### config.mk
export PLATFORM = sky130hd
export DESIGN_NAME = id_ex_stage
export DESIGN_NICKNAME = d
export VERILOG_FILES = /design/src/rtl/mips_pkg.sv /design/src/rtl/load_use_detect.sv /design/src/rtl/id_ex_stage.sv
export SDC_FILE = /design/constraint.sdc
export NUM_CORES = 1
export LEC_CHECK = 0
export ABC_AREA = 1
export CAP_MARGIN = 25
export CORE_AREA = 2 2 144 146
export DETAILED_ROUTE_END_ITERATION = 16
export DIE_AREA = 0 0 146 148
export PLACE_DENSITY = 0.74
export SLEW_MARGIN = 30
export SYNTH_ARGS = -nofsm -noshare
export SYNTH_HDL_FRONTEND = slang
export SYNTH_SLANG_ARGS = --single-unit
### constraint.sdc
create_clock -name clk -period 4.4 [get_ports clk]
set_clock_uncertainty 0.2 [all_clocks]
set_input_delay 0.44 -clock clk [delete_from_list [all_inputs] [get_ports clk]]
set_output_delay 0.44 -clock clk [all_outputs]
set_load 0.02 [all_outputs]
### src/rtl/mips_pkg.sv
// Shared MIPS definitions: opcodes, ALU op classes and the decoded control bundle.
package mips_pkg;

   localparam logic [5:0] OP_R_TYPE = 6'h00;
   localparam logic [5:0] OP_J      = 6'h02;
   localparam logic [5:0] OP_BEQ    = 6'h04;
   localparam logic [5:0] OP_ADDI   = 6'h08;
   localparam logic [5:0] OP_SLTI   = 6'h0A;
   localparam logic [5:0] OP_ANDI   = 6'h0C;
   localparam logic [5:0] OP_ORI    = 6'h0D;
   localparam logic [5:0] OP_XORI   = 6'h0E;
   localparam logic [5:0] OP_LUI    = 6'h0F;
   localparam logic [5:0] OP_LW     = 6'h23;
   localparam logic [5:0] OP_SW     = 6'h2B;

   localparam logic [2:0] ALU_OP_ADD   = 3'b000;
   localparam logic [2:0] ALU_OP_SUB   = 3'b001;
   localparam logic [2:0] ALU_OP_RTYPE = 3'b010;
   localparam logic [2:0] ALU_OP_ITYPE = 3'b011;

   typedef struct packed {
      logic       reg_dst;
      logic       alu_src;
      logic       mem_to_reg;
      logic       reg_write;
      logic       mem_read;
      logic       mem_write;
      logic       branch;
      logic       jump;
      logic [2:0] alu_op;
   } ctrl_t;

   // Only R-type, beq and sw read rt as a source; for the rest rt is a destination.
   function automatic logic uses_rt(input logic [5:0] opcode);
      return (opcode == OP_R_TYPE) || (opcode == OP_BEQ) || (opcode == OP_SW);
   endfunction

endpackage

### src/rtl/load_use_detect.sv
// Combinational load-use hazard detect: a load in EX whose rt feeds the ID instruction.
module load_use_detect
   import mips_pkg::*;
#(
   parameter int REG_ADDR_W = 5
) (
   input  logic                  ex_valid,
   input  logic                  ex_mem_read,
   input  logic [REG_ADDR_W-1:0] ex_rt,
   input  logic [REG_ADDR_W-1:0] id_rs,
   input  logic [REG_ADDR_W-1:0] id_rt,
   input  logic [5:0]            id_opcode,
   output logic                  load_use
);

   logic rs_hit, rt_hit;

   assign rs_hit   = (ex_rt == id_rs);
   assign rt_hit   = uses_rt(id_opcode) && (ex_rt == id_rt);
   assign load_use = ex_valid && ex_mem_read && (ex_rt != '0) && (rs_hit || rt_hit);

endmodule

### src/rtl/id_ex_stage.sv
// ID/EX pipeline register with load-use stall, flush-to-bubble and saturating debug counters.
module id_ex_stage
   import mips_pkg::*;
#(
   parameter int DATA_W     = 32,
   parameter int REG_ADDR_W = 5,
   parameter int CNT_W      = 16
) (
   input  logic                  clk,
   input  logic                  rst_n,
   input  logic                  id_reg_dst,
   input  logic                  id_alu_src,
   input  logic                  id_mem_to_reg,
   input  logic                  id_reg_write,
   input  logic                  id_mem_read,
   input  logic                  id_mem_write,
   input  logic                  id_branch,
   input  logic                  id_jump,
   input  logic [2:0]            id_alu_op,
   input  logic [5:0]            id_opcode,
   input  logic [5:0]            id_funct,
   input  logic [DATA_W-1:0]     id_pc_plus4,
   input  logic [DATA_W-1:0]     id_rs_data,
   input  logic [DATA_W-1:0]     id_rt_data,
   input  logic [DATA_W-1:0]     id_imm_ext,
   input  logic [REG_ADDR_W-1:0] id_rs,
   input  logic [REG_ADDR_W-1:0] id_rt,
   input  logic [REG_ADDR_W-1:0] id_rd,
   input  logic                  flush,
   output logic                  ex_reg_dst,
   output logic                  ex_alu_src,
   output logic                  ex_mem_to_reg,
   output logic                  ex_reg_write,
   output logic                  ex_mem_read,
   output logic                  ex_mem_write,
   output logic                  ex_branch,
   output logic                  ex_jump,
   output logic [2:0]            ex_alu_op,
   output logic [5:0]            ex_opcode,
   output logic [5:0]            ex_funct,
   output logic [DATA_W-1:0]     ex_pc_plus4,
   output logic [DATA_W-1:0]     ex_rs_data,
   output logic [DATA_W-1:0]     ex_rt_data,
   output logic [DATA_W-1:0]     ex_imm_ext,
   output logic [REG_ADDR_W-1:0] ex_rs,
   output logic [REG_ADDR_W-1:0] ex_rt,
   output logic [REG_ADDR_W-1:0] ex_rd,
   output logic                  ex_valid,
   output logic                  pc_write,
   output logic                  if_id_write,
   output logic                  stall,
   output logic [CNT_W-1:0]      stall_count,
   output logic [CNT_W-1:0]      flush_count
);

   typedef struct packed {
      logic                  valid;
      ctrl_t                 ctrl;
      logic [5:0]            opcode;
      logic [5:0]            funct;
      logic [DATA_W-1:0]     pc_plus4;
      logic [DATA_W-1:0]     rs_data;
      logic [DATA_W-1:0]     rt_data;
      logic [DATA_W-1:0]     imm_ext;
      logic [REG_ADDR_W-1:0] rs;
      logic [REG_ADDR_W-1:0] rt;
      logic [REG_ADDR_W-1:0] rd;
   } ex_t;

   ex_t              ex_q, ex_d, id_pkt;
   logic [CNT_W-1:0] stall_cnt_q, stall_cnt_d;
   logic [CNT_W-1:0] flush_cnt_q, flush_cnt_d;
   logic             load_use;

   load_use_detect #(.REG_ADDR_W(REG_ADDR_W)) u_lud (
      .ex_valid    (ex_q.valid),
      .ex_mem_read (ex_q.ctrl.mem_read),
      .ex_rt       (ex_q.rt),
      .id_rs       (id_rs),
      .id_rt       (id_rt),
      .id_opcode   (id_opcode),
      .load_use    (load_use)
   );

   // A flush kills the dependent instruction anyway, so it overrides the stall.
   assign stall       = load_use && !flush;
   assign pc_write    = !stall;
   assign if_id_write = !stall;

   always_comb begin
      id_pkt.valid           = 1'b1;
      id_pkt.ctrl.reg_dst    = id_reg_dst;
      id_pkt.ctrl.alu_src    = id_alu_src;
      id_pkt.ctrl.mem_to_reg = id_mem_to_reg;
      id_pkt.ctrl.reg_write  = id_reg_write;
      id_pkt.ctrl.mem_read   = id_mem_read;
      id_pkt.ctrl.mem_write  = id_mem_write;
      id_pkt.ctrl.branch     = id_branch;
      id_pkt.ctrl.jump       = id_jump;
      id_pkt.ctrl.alu_op     = id_alu_op;
      id_pkt.opcode          = id_opcode;
      id_pkt.funct           = id_funct;
      id_pkt.pc_plus4        = id_pc_plus4;
      id_pkt.rs_data         = id_rs_data;
      id_pkt.rt_data         = id_rt_data;
      id_pkt.imm_ext         = id_imm_ext;
      id_pkt.rs              = id_rs;
      id_pkt.rt              = id_rt;
      id_pkt.rd              = id_rd;
   end

   // Bubbles clear the whole packet, data included, so nothing stale reaches EX.
   always_comb begin
      ex_d        = '0;
      stall_cnt_d = stall_cnt_q;
      flush_cnt_d = flush_cnt_q;
      if (flush) begin
         if (flush_cnt_q != '1) flush_cnt_d = flush_cnt_q + 1'b1;
      end else if (stall) begin
         if (stall_cnt_q != '1) stall_cnt_d = stall_cnt_q + 1'b1;
      end else begin
         ex_d = id_pkt;
      end
   end

   always_ff @(posedge clk) begin
      if (!rst_n) begin
         ex_q        <= '0;
         stall_cnt_q <= '0;
         flush_cnt_q <= '0;
      end else begin
         ex_q        <= ex_d;
         stall_cnt_q <= stall_cnt_d;
         flush_cnt_q <= flush_cnt_d;
      end
   end

   assign ex_valid      = ex_q.valid;
   assign ex_reg_dst    = ex_q.ctrl.reg_dst;
   assign ex_alu_src    = ex_q.ctrl.alu_src;
   assign ex_mem_to_reg = ex_q.ctrl.mem_to_reg;
   assign ex_reg_write  = ex_q.ctrl.reg_write;
   assign ex_mem_read   = ex_q.ctrl.mem_read;
   assign ex_mem_write  = ex_q.ctrl.mem_write;
   assign ex_branch     = ex_q.ctrl.branch;
   assign ex_jump       = ex_q.ctrl.jump;
   assign ex_alu_op     = ex_q.ctrl.alu_op;
   assign ex_opcode     = ex_q.opcode;
   assign ex_funct      = ex_q.funct;
   assign ex_pc_plus4   = ex_q.pc_plus4;
   assign ex_rs_data    = ex_q.rs_data;
   assign ex_rt_data    = ex_q.rt_data;
   assign ex_imm_ext    = ex_q.imm_ext;
   assign ex_rs         = ex_q.rs;
   assign ex_rt         = ex_q.rt;
   assign ex_rd         = ex_q.rd;
   assign stall_count   = stall_cnt_q;
   assign flush_count   = flush_cnt_q;

endmodule

# After elaboration in Yosys (flattened, before gate mapping)
# Cells that the tools add are included.
totals:
  register_bits: 199
  in_bits: 169
  output_inout_bits: 202
  wordCells: 48
op_classes:
  addsub: 2
  eq_ne: 6
  muxes: 1
  n_bitwise: 2
  reduce_logical: 16
ops:
  columns: ["op", "n"]
  rows:
  - ["2-to-1 mux 167 bit", 1]
  - ["adder 16 x 1 -> 16 bit (second input constant)", 2]
  - ["!= test 16 bit (second input constant)", 2]
  - ["equality test 5 bit", 2]
  - ["equality test 6 x 3 -> 1 bit (second input constant)", 1]
  - ["equality test 6 bit (second input constant)", 1]
  - ["logical NOT 6 bit", 1]
  - ["logical AND 1 bit", 5]
  - ["nonzero test 5 bit", 1]
  - ["logical OR 1 bit", 3]
  - ["AND reduction 3 bit", 1]
  - ["OR reduction 3 bit", 1]
  - ["logical NOT 1 bit", 2]
  - ["NOT 1 bit", 2]
  - ["AND reduction 2 bit", 1]
  - ["OR reduction 2 bit", 1]

# Longest topological paths before layout
# Gate-level depths: netlist of the first run.
depth:
  depth_word: 8
  ltp_mapped: 12
  mapped_depth_nobuf: 11

# Hierarchy
# Synthesis of the first run repeated with hierarchy kept, for this count alone.
unflattened:
  cells_unflattened: 902
  area_unflattened_um2: 6946.7
modules_own_cells:
  columns: ["mod", "n_inst", "cells_per_inst", "area_per_inst_um2", "seq_area_each_um2"]
  rows:
  - ["id_ex_stage", 1, 837, 6685.2, 3983.8]
  - ["load_use_detect", 1, 65, 261.5, 0.0]

# Least setup slack after synthesis of the first run
# Ideal clock, no wire load.
synth_path:
  path_kind: "reg2reg"
  startpoint: "reg stall_cnt_q[1], in the netlist stall_count[1]"
  endpoint: "reg stall_cnt_q[11], in the netlist stall_count[11]"
  setup_time_ps: 113
  t_arrival_ps: 1702
  required_ps: 4087
  setup_slack_ps: 2385
  stages_incl_launch_ff: 12
  path_buffers: 1
  synth_period_minus_slack_ps: 2015
  cell_sequence: "dfxtp_1 -> ha_1 -> nand3_2 -> nor2_2 -> nand2_2 -> nor2_2 -> nand3_2 -> nand3_2 -> buf_6 -> nand2_1 -> nand2_1 -> nor2_1"
synth_via:
  elab_chain_len: 2
synth_lines:
  columns: ["item", "line", "source"]
  rows:
  - ["from (decl)", "id_ex_stage.sv:71", "logic [CNT_W-1:0] stall_cnt_q, stall_cnt_d;"]
  - ["from (signal assigned)", "id_ex_stage.sv:133", "stall_cnt_q <= stall_cnt_d;"]
  - ["branches (longest 2 deep; another with adder 16 x 1 -> 16 bit)", null, null]
# Several ways; the timed one is not identified.
# A chain may end at the register's enable or synchronous reset.

# Final worst setup path of the first run
layout_path:
  startpoint: "in id_rt[1]"
  endpoint: "out stall"
layout_via:
  elab_chain_len: 5
layout_lines:
  columns: ["item", "line", "source"]
  rows:
  - ["from (decl)", "id_ex_stage.sv:27", "input logic [REG_ADDR_W-1:0] id_rt,"]
  - ["equality test 5 bit", "load_use_detect.sv:19", "assign rt_hit = uses_rt(id_opcode) && (ex_rt == id_rt);"]
  - ["logical AND 1 bit", "load_use_detect.sv:19", null]
  - ["logical OR 1 bit", "load_use_detect.sv:20", "assign load_use = ex_valid && ex_mem_read && (ex_rt != '0) && (rs_hit || rt_hit);"]
  - ["logical AND 1 bit", "load_use_detect.sv:20", null]
  - ["logical AND 1 bit", "id_ex_stage.sv:86", "assign stall = load_use && !flush;"]
  - ["to (decl)", "id_ex_stage.sv:51", "output logic stall,"]
# No other way between the ends.

==> run_summary.xml, run 1 <==
<?xml version="1.0" encoding="UTF-8"?>
<metrics>
  <group name="status">
    <metric name="run_status" unit="">finished, final reports clean</metric>
  </group>
  <group name="clock_tree">
    <metric name="clk-insertion-delay-late" unit="ns">0.42</metric>
    <metric name="cts.sink_count" unit="">199</metric>
    <metric name="cts_inserted_buffers" unit="">17</metric>
    <metric name="cts.root.buffer_cell" unit="">sky130_fd_sc_hd__clkbuf_16</metric>
    <metric name="clkSlewWorstSetupHoldPaths" unit="ns">0.08</metric>
    <metric name="post_cts_buffers" unit="">0</metric>
    <metric name="post_cts_resize_count" unit="">0</metric>
    <metric name="clk_path_buf_depth" unit="">2</metric>
    <metric name="post_cts_hold_buffer_count" unit="">0</metric>
    <metric name="cts_tree" unit="">built</metric>
    <metric name="cts.htree.levels" unit="">4</metric>
  </group>
  <group name="floorplan">
    <metric name="io_pins" unit="">371</metric>
    <metric name="floorplan.rows" unit="">52</metric>
    <metric name="die_y" unit="µm">148</metric>
    <metric name="design.die.area" unit="mm²">0.0216</metric>
    <metric name="initial_core_util" unit="">0.357</metric>
    <metric name="die_x" unit="µm">146</metric>
    <metric name="core_area" unit="mm²">0.0200</metric>
  </group>
  <group name="critical_path">
    <metric name="worstPathRequired" unit="ns">3.76</metric>
    <metric name="worst_r2r_startpoint" unit="">flush_count[0]</metric>
    <metric name="crit_slowest_cell" unit="">sky130_fd_sc_hd__clkdlybuf4s50_1</metric>
    <metric name="worstSetupPathType" unit="">input port to output port</metric>
    <metric name="worst_ep_arrival_time" unit="ns">2.31</metric>
    <metric name="rr_worst_depth" unit="">11</metric>
    <metric name="critical_path_peak_fanout" unit="">8</metric>
    <metric name="critical_path_buf_inv_count" unit="">4</metric>
    <metric name="critical_path.cell_chain" unit="">clkdlybuf4s50_1 &gt; inv_1 &gt; a21oi_1 &gt; nand2_1 &gt; nor2_1 &gt; nand3_1 &gt; nand2_2 &gt; nand2_2 &gt; inv_1 &gt; clkdlybuf4s50_1</metric>
    <metric name="crit-reg2reg-capture" unit="">flush_count[6]</metric>
    <metric name="reg2reg_slack" unit="ns">1.75</metric>
    <metric name="crit_family" unit="">buffers and inverters</metric>
    <metric name="max_stage_delay" unit="ns">0.59</metric>
    <metric name="kind_of_capture_point_of_the_worst_setup_path" unit="">output port</metric>
    <metric name="worst_setup_path_start_kind" unit="">input port</metric>
  </group>
  <group name="finish">
    <metric name="layout-area-overhead-vs-synth" unit="%">62.3</metric>
    <metric name="postLayoutCellArea" unit="mm²">0.0116</metric>
    <metric name="postLayoutCoreUtil" unit="">0.580</metric>
    <metric name="n_fill_cell" unit="">1798</metric>
    <metric name="layout-drive-gt1-share" unit="">0.119</metric>
    <metric name="final_net_count" unit="">1393</metric>
  </group>
  <group name="pwr">
    <metric name="power.share.combinational" unit="">0.127</metric>
    <metric name="intPower" unit="µW">2930</metric>
    <metric name="clockPowerShare" unit="">0.396</metric>
    <metric name="leakage_power_summed_over_all_cells" unit="µW">0.00521</metric>
    <metric name="power.total" unit="µW">3940</metric>
    <metric name="ir_worst_vdd" unit="mV">0.244</metric>
    <metric name="p_switching" unit="µW">1010</metric>
    <metric name="netSwitchingFraction" unit="">0.257</metric>
    <metric name="power.sequential.fraction" unit="">0.477</metric>
    <metric name="power_density" unit="mW/mm²">340</metric>
  </group>
  <group name="synth">
    <metric name="async_flop_share" unit="">0</metric>
    <metric name="mean_area_per_synthesized_cell" unit="µm²">8.38</metric>
    <metric name="synth-main-ff-cell" unit="">sky130_fd_sc_hd__dfxtp_1</metric>
    <metric name="syn_inst" unit="">854</metric>
    <metric name="mappedNetlistArea" unit="mm²">0.00716</metric>
    <metric name="synth_warnings" unit="">0</metric>
    <metric name="synth.yosys.seq_area_share" unit="">0.557</metric>
    <metric name="ys_seq_elements" unit="">199</metric>
    <metric name="synth_enable_flop_cells" unit="">0</metric>
    <metric name="synth.lib_cells_used.distinct" unit="">28</metric>
    <metric name="synth_nets" unit="">1025</metric>
  </group>
  <group name="timing">
    <metric name="rsz_0062_raised_after_global_routing" unit="">false</metric>
    <metric name="final.period_utilization" unit="">0.671</metric>
    <metric name="worst_hold_check_slack" unit="ns">0.316</metric>
    <metric name="final.min_clock_period" unit="ns">2.95</metric>
    <metric name="tightestPinTransition" unit="ns">0.632</metric>
    <metric name="finalHoldViolations" unit="">0</metric>
    <metric name="slew_margin_rel" unit="">0.579</metric>
    <metric name="maxSlewViolCount" unit="">0</metric>
    <metric name="setup_violations" unit="">0</metric>
    <metric name="totalNegativeSetupSlack" unit="ns">0</metric>
    <metric name="achievable-frequency" unit="MHz">339</metric>
  </group>
  <group name="drt">
    <metric name="via_count_of_the_routed_design" unit="">6130</metric>
    <metric name="iter_0_drt_violations" unit="">218</metric>
    <metric name="detail-route-antenna-nets" unit="">0</metric>
    <metric name="route.detailed.wl_per_inst" unit="µm">13.6</metric>
    <metric name="dr.pass1.iters" unit="">4</metric>
    <metric name="drt-vias-per-instance" unit="">4.06</metric>
    <metric name="detail_route.drc_violations" unit="">0</metric>
    <metric name="final_wl" unit="mm">20.6</metric>
  </group>
  <group name="min_path">
    <metric name="worst_hold_startpoint" unit="">flush_count[13]</metric>
    <metric name="worstHoldPathCells" unit="">2</metric>
    <metric name="worstHoldEndpoint" unit="">flush_count[13]</metric>
    <metric name="hold_class" unit="">flop to flop</metric>
  </group>
  <group name="global_routing">
    <metric name="grt.total_usage" unit="">0.189</metric>
    <metric name="grt_start_max_net_pins" unit="">48</metric>
    <metric name="global_route_congestion_overflow_total" unit="">0</metric>
    <metric name="initial_antenna_violation_count" unit="">3</metric>
    <metric name="grt_pass1_vias" unit="">5960</metric>
    <metric name="grt_pass1_wl" unit="mm">31.7</metric>
  </group>
  <group name="placement">
    <metric name="placement.cell_area" unit="mm²">0.0110</metric>
    <metric name="gpl.final_weighted_congestion" unit="">0.834</metric>
    <metric name="post-dp-hpwl" unit="mm">16.1</metric>
    <metric name="portBuffers" unit="">370</metric>
  </group>
  <group name="run">
    <metric name="max_cap_viol_count" unit="">0</metric>
  </group>
</metrics>
-- synth_stat cells (4+ instances only) --
| library cell | count | area share |
|---|---|---|
| sky130_fd_sc_hd__a21oi_1 | 13 | 0.0091 |
| sky130_fd_sc_hd__buf_2 | 4 | 0.0028 |
| sky130_fd_sc_hd__buf_4 | 5 | 0.0052 |
| sky130_fd_sc_hd__buf_8 | 11 | 0.023 |
| sky130_fd_sc_hd__dfxtp_1 | 199 | 0.56 |
| sky130_fd_sc_hd__inv_1 | 215 | 0.11 |
| sky130_fd_sc_hd__nand2_1 | 90 | 0.047 |
| sky130_fd_sc_hd__nand3_1 | 17 | 0.012 |
| sky130_fd_sc_hd__nand4_1 | 14 | 0.012 |
| sky130_fd_sc_hd__nor2_1 | 116 | 0.061 |
| sky130_fd_sc_hd__nor2_2 | 102 | 0.089 |
| sky130_fd_sc_hd__nor3_1 | 13 | 0.0091 |
| sky130_fd_sc_hd__o21ai_0 | 9 | 0.0063 |
| sky130_fd_sc_hd__xnor2_1 | 6 | 0.0073 |
| sky130_fd_sc_hd__xor2_1 | 18 | 0.022 |
-- power by group through the flow --
stage / clock network, µW / registers, µW / logic (µW)
6_report: 1560 / 1880 / 501
3_5_place_dp: 0 / 1930 / 505
4_1_cts: 1610 / 1880 / 507
2_1_floorplan: 0 / 2010 / 131
3_3_place_gp: 0 / 1920 / 500
5_1_grt: 1690 / 1890 / 538
-- how the worst max path moves through the flow --
stage                           end  cells after the start  slack, ns      startpoint
floorplan           stall_count[11]                     11       2.39  stall_count[1]
global placement              stall                     10       1.43        id_rt[1]
detailed placement  ex_pc_plus4[13]                     10       1.36    id_opcode[5]
CTS                           stall                     10       1.43        id_rt[1]
global route                  stall                     10       1.28        id_rt[1]
finish                        stall                     10       1.45        id_rt[1]
-- stage by stage --
stage          cells  setup slack (ns)
2_1_floorplan    854              2.39
3_3_place_gp    1473              1.43
3_5_place_dp    1473              1.36
4_1_cts         1505              1.43
5_1_grt         1507              1.28
6_report        1508              1.45
-- cell families (layout without fill, tap and decap cells) --
kind of cell,Yosys count,count (layout),synth area share
and+or+nand+nor,362,362,0.242
buffers and inverters,244,625,0.152
DFF,199,199,0.557
xor gates and xnor gates,24,24,0.0294
AOI/OAI and AO/OA,23,23,0.0164
adders and majority gates,2,2,0.00350
other,0,3,0
-- cells in the final DEF, fill, tap and decap left out --
cell	count
sky130_fd_sc_hd__a211oi_1	1
sky130_fd_sc_hd__a21oi_1	13
sky130_fd_sc_hd__and3_1	1
sky130_fd_sc_hd__buf_12	3
sky130_fd_sc_hd__buf_4	2
sky130_fd_sc_hd__clkbuf_16	17
sky130_fd_sc_hd__clkbuf_8	2
sky130_fd_sc_hd__clkdlybuf4s50_1	370
sky130_fd_sc_hd__clkinv_1	2
sky130_fd_sc_hd__clkinv_4	1
sky130_fd_sc_hd__clkinv_8	4
sky130_fd_sc_hd__dfxtp_1	199
sky130_fd_sc_hd__diode_2	3
sky130_fd_sc_hd__ha_1	2
sky130_fd_sc_hd__inv_1	215
sky130_fd_sc_hd__inv_2	1
sky130_fd_sc_hd__inv_6	6
sky130_fd_sc_hd__inv_8	2
sky130_fd_sc_hd__nand2_1	90
sky130_fd_sc_hd__nand2_2	3
sky130_fd_sc_hd__nand3_1	17
sky130_fd_sc_hd__nand3_2	3
sky130_fd_sc_hd__nand3_4	1
sky130_fd_sc_hd__nand4_1	14
sky130_fd_sc_hd__nor2_1	116
sky130_fd_sc_hd__nor2_2	102
sky130_fd_sc_hd__nor3_1	13
sky130_fd_sc_hd__nor3b_1	1
sky130_fd_sc_hd__nor4_1	1
sky130_fd_sc_hd__o21ai_0	9
sky130_fd_sc_hd__xnor2_1	6
sky130_fd_sc_hd__xor2_1	18
-- area by class of cell --
type	instances	area [µm²]	area share
clock inverters	13	149	0.0128
diodes	3	7.51	0.000646
repair buffers	375	3780	0.325
flip-flops and latches	199	3980	0.343
well taps	270	338	0.0291
clock buffers	19	453	0.0390
multi-input cells	411	2090	0.180
inverters	218	818	0.0704
-- worst min-delay path: stages, from the launching register on --
cell	delay (ns)
sky130_fd_sc_hd__dfxtp_1	0.34
sky130_fd_sc_hd__nand2_1	0.07
sky130_fd_sc_hd__a21oi_1	0.06
-- layer usage --
layer,GRT usage,share of wire,routed length [µm],vias to the layer above
li1,-,-,-,3179
met1,0.207,0.39,8090,2697
met2,0.340,0.52,10600,218
met3,0.0549,0.061,1250,36
met4,0.0840,0.029,593,0
met5,0,0,0,-
(Power assumes the default switching activity.)
==> inputs of run 2 (changes only) <==
CORE_AREA = 2 2 145 147   (was 2 2 144 146)
DIE_AREA = 0 0 147 149   (was 0 0 146 148)
PLACE_DENSITY = 0.73   (was 0.74)
clock period = 3 ns   (was 4.4 ns; I/O delays follow)
==> run 2 against run 1 <==
Clock-buffer cell count shrank 1. Critical path depth shrank 1. Utilization shrank 1.4 points. Design area grew 0.16%. Final cell count grew 0.46%. Die area grew 1.4%. Via count shrank 0.59%. Sequential cell count is the same. Worst hold slack lost 0.12 ns. Non-clock buffer count grew 5.
==> run_summary.xml, run 2 (synthesized netlist as in run 1, its figures left out) <==
<?xml version="1.0" encoding="UTF-8"?>
<metrics>
  <group name="status">
    <metric name="run_status" unit="">finished, final reports clean</metric>
  </group>
  <group name="run">
    <metric name="max_cap_viol_count" unit="">0</metric>
  </group>
  <group name="timing">
    <metric name="final.min_clock_period" unit="ns">2.82</metric>
    <metric name="setup_violations" unit="">0</metric>
    <metric name="tightestPinTransition" unit="ns">0.614</metric>
    <metric name="finalHoldViolations" unit="">0</metric>
    <metric name="achievable-frequency" unit="MHz">355</metric>
    <metric name="totalNegativeSetupSlack" unit="ns">0</metric>
    <metric name="worst_hold_check_slack" unit="ns">0.193</metric>
    <metric name="rsz_0062_raised_after_global_routing" unit="">false</metric>
    <metric name="slew_margin_rel" unit="">0.590</metric>
    <metric name="final.period_utilization" unit="">0.939</metric>
    <metric name="maxSlewViolCount" unit="">0</metric>
  </group>
  <group name="finish">
    <metric name="final_net_count" unit="">1398</metric>
    <metric name="layout-drive-gt1-share" unit="">0.121</metric>
    <metric name="most-common-layout-cells" unit="">sky130_fd_sc_hd__clkdlybuf4s50_1 (370), sky130_fd_sc_hd__inv_1 (215), sky130_fd_sc_hd__dfxtp_1 (199)</metric>
    <metric name="post_layout_instance_count_excluding_filler_cells" unit="">1515</metric>
    <metric name="mostFrequentLayoutCell" unit="">sky130_fd_sc_hd__clkdlybuf4s50_1</metric>
    <metric name="postLayoutCellArea" unit="mm²">0.0116</metric>
    <metric name="layout-area-overhead-vs-synth" unit="%">62.5</metric>
  </group>
  <group name="pwr">
    <metric name="power_density" unit="mW/mm²">491</metric>
    <metric name="leakage_power_summed_over_all_cells" unit="µW">0.00522</metric>
    <metric name="ir_worst_vdd" unit="mV">0.345</metric>
    <metric name="power.total" unit="µW">5710</metric>
  </group>
  <group name="clock_tree">
    <metric name="clk_path_buf_depth" unit="">2</metric>
    <metric name="clk-insertion-delay-late" unit="ns">0.42</metric>
    <metric name="cts.sink_count" unit="">199</metric>
    <metric name="cts.htree.levels" unit="">4</metric>
    <metric name="cts_tree" unit="">built</metric>
    <metric name="clkSlewWorstSetupHoldPaths" unit="ns">0.08</metric>
    <metric name="post_cts_buffers" unit="">0</metric>
    <metric name="cts_inserted_buffers" unit="">17</metric>
    <metric name="post_cts_resize_count" unit="">0</metric>
    <metric name="post_cts_hold_buffer_count" unit="">0</metric>
    <metric name="cts.root.buffer_cell" unit="">sky130_fd_sc_hd__clkbuf_16</metric>
  </group>
  <group name="floorplan">
    <metric name="core_area" unit="mm²">0.0206</metric>
    <metric name="design.die.area" unit="mm²">0.0219</metric>
    <metric name="die_x" unit="µm">147</metric>
    <metric name="initial_core_util" unit="">0.348</metric>
    <metric name="die_y" unit="µm">149</metric>
    <metric name="floorplan.rows" unit="">53</metric>
    <metric name="io_pins" unit="">371</metric>
  </group>
  <group name="placement">
    <metric name="placed_cells" unit="">1483</metric>
    <metric name="gpl.final_weighted_congestion" unit="">0.855</metric>
    <metric name="post-dp-hpwl" unit="mm">15.9</metric>
    <metric name="placement.cell_area" unit="mm²">0.0111</metric>
    <metric name="portBuffers" unit="">370</metric>
  </group>
  <group name="global_routing">
    <metric name="grt.total_usage" unit="">0.179</metric>
    <metric name="global_route_congestion_overflow_total" unit="">0</metric>
    <metric name="grt_start_max_net_pins" unit="">35</metric>
    <metric name="grt_pass1_wl" unit="mm">30.7</metric>
    <metric name="grt_pass1_vias" unit="">5911</metric>
    <metric name="initial_antenna_violation_count" unit="">1</metric>
  </group>
  <group name="critical_path">
    <metric name="critical_path_peak_fanout" unit="">8</metric>
    <metric name="worst_setup_path_start_kind" unit="">flop</metric>
    <metric name="worstSetupPathType" unit="">flop to output port</metric>
    <metric name="worst_ep_arrival_time" unit="ns">2.32</metric>
    <metric name="kind_of_capture_point_of_the_worst_setup_path" unit="">output port</metric>
    <metric name="worstPathRequired" unit="ns">2.50</metric>
  </group>
  <group name="drt">
    <metric name="route.detailed.wl_per_inst" unit="µm">13.2</metric>
    <metric name="via_count_of_the_routed_design" unit="">6094</metric>
    <metric name="final_wl" unit="mm">20.0</metric>
    <metric name="detail-route-antenna-nets" unit="">0</metric>
    <metric name="detail_route.drc_violations" unit="">0</metric>
    <metric name="dr.pass1.iters" unit="">5</metric>
    <metric name="iter_0_drt_violations" unit="">195</metric>
    <metric name="drt-vias-per-instance" unit="">4.02</metric>
  </group>
  <group name="min_path">
    <metric name="hold_class" unit="">input port to flop</metric>
  </group>
</metrics>
## run 2: final cells by class
| cell class | instances | area (µm²) |
|---|---|---|
| Sequential cell | 199 | 3980 |
| Clock buffer | 18 | 429 |
| Tap cell | 275 | 344 |
| Antenna cell | 1 | 2.50 |
| Clock inverter | 13 | 140 |
| Fill cell | 1841 | 8920 |
| Multi-Input combinational cell | 411 | 2090 |
| Inverter | 218 | 818 |
| Timing Repair Buffer | 380 | 3830 |
## run 2: critical path, cell delays in order (launching register included)
cell	delay, ns
sky130_fd_sc_hd__dfxtp_1	0.48
sky130_fd_sc_hd__inv_1	0.07
sky130_fd_sc_hd__nand2_1	0.07
sky130_fd_sc_hd__nand3_1	0.07
sky130_fd_sc_hd__nor2_1	0.11
sky130_fd_sc_hd__nand3_1	0.12
sky130_fd_sc_hd__nand2_2	0.19
sky130_fd_sc_hd__nand2_2	0.13
sky130_fd_sc_hd__inv_1	0.07
sky130_fd_sc_hd__clkdlybuf4s50_1	0.59
## run 2: final timing paths
kind                   start               to  slack [ns]  depth (start not counted)
max reg2reg   flush_count[0]   flush_count[6]        0.72                         11
min reg2reg  flush_count[14]  flush_count[14]        0.31                          2
max                 ex_rt[0]            stall        0.18                          9
min          id_pc_plus4[22]  ex_pc_plus4[22]        0.19                          3
## run 2: power by group
group	leakage, µW	total, µW	internal (µW)	switching [µW]
registers	0.00163	2760	2730	29.0
logic	0.00332	742	408	334
clock network	0.000274	2210	1110	1100
## run 2: through the flow
stage                      util  setup slack (ns)
after global routing      0.566            0.0267
after floorplan               -             0.985
after global placement    0.538             0.276
final                     0.566             0.182
after CTS                 0.566             0.124
after detailed placement  0.538             0.233
## run 2: layer usage
layer	up-vias	routed length (µm)	GRT usage
met3	11	1350	0.0495
met4	0	148	0.0394
met5	-	0	0
met1	2691	8040	0.204
li1	3190	-	-
met2	202	10500	0.335
==> inputs of run 3 (changes only) <==
CTS_CLUSTER_DIAMETER = 100   (was default)
==> results of run 3 <==
No change in the layout: final DEF, timing and power equal those of run 2.
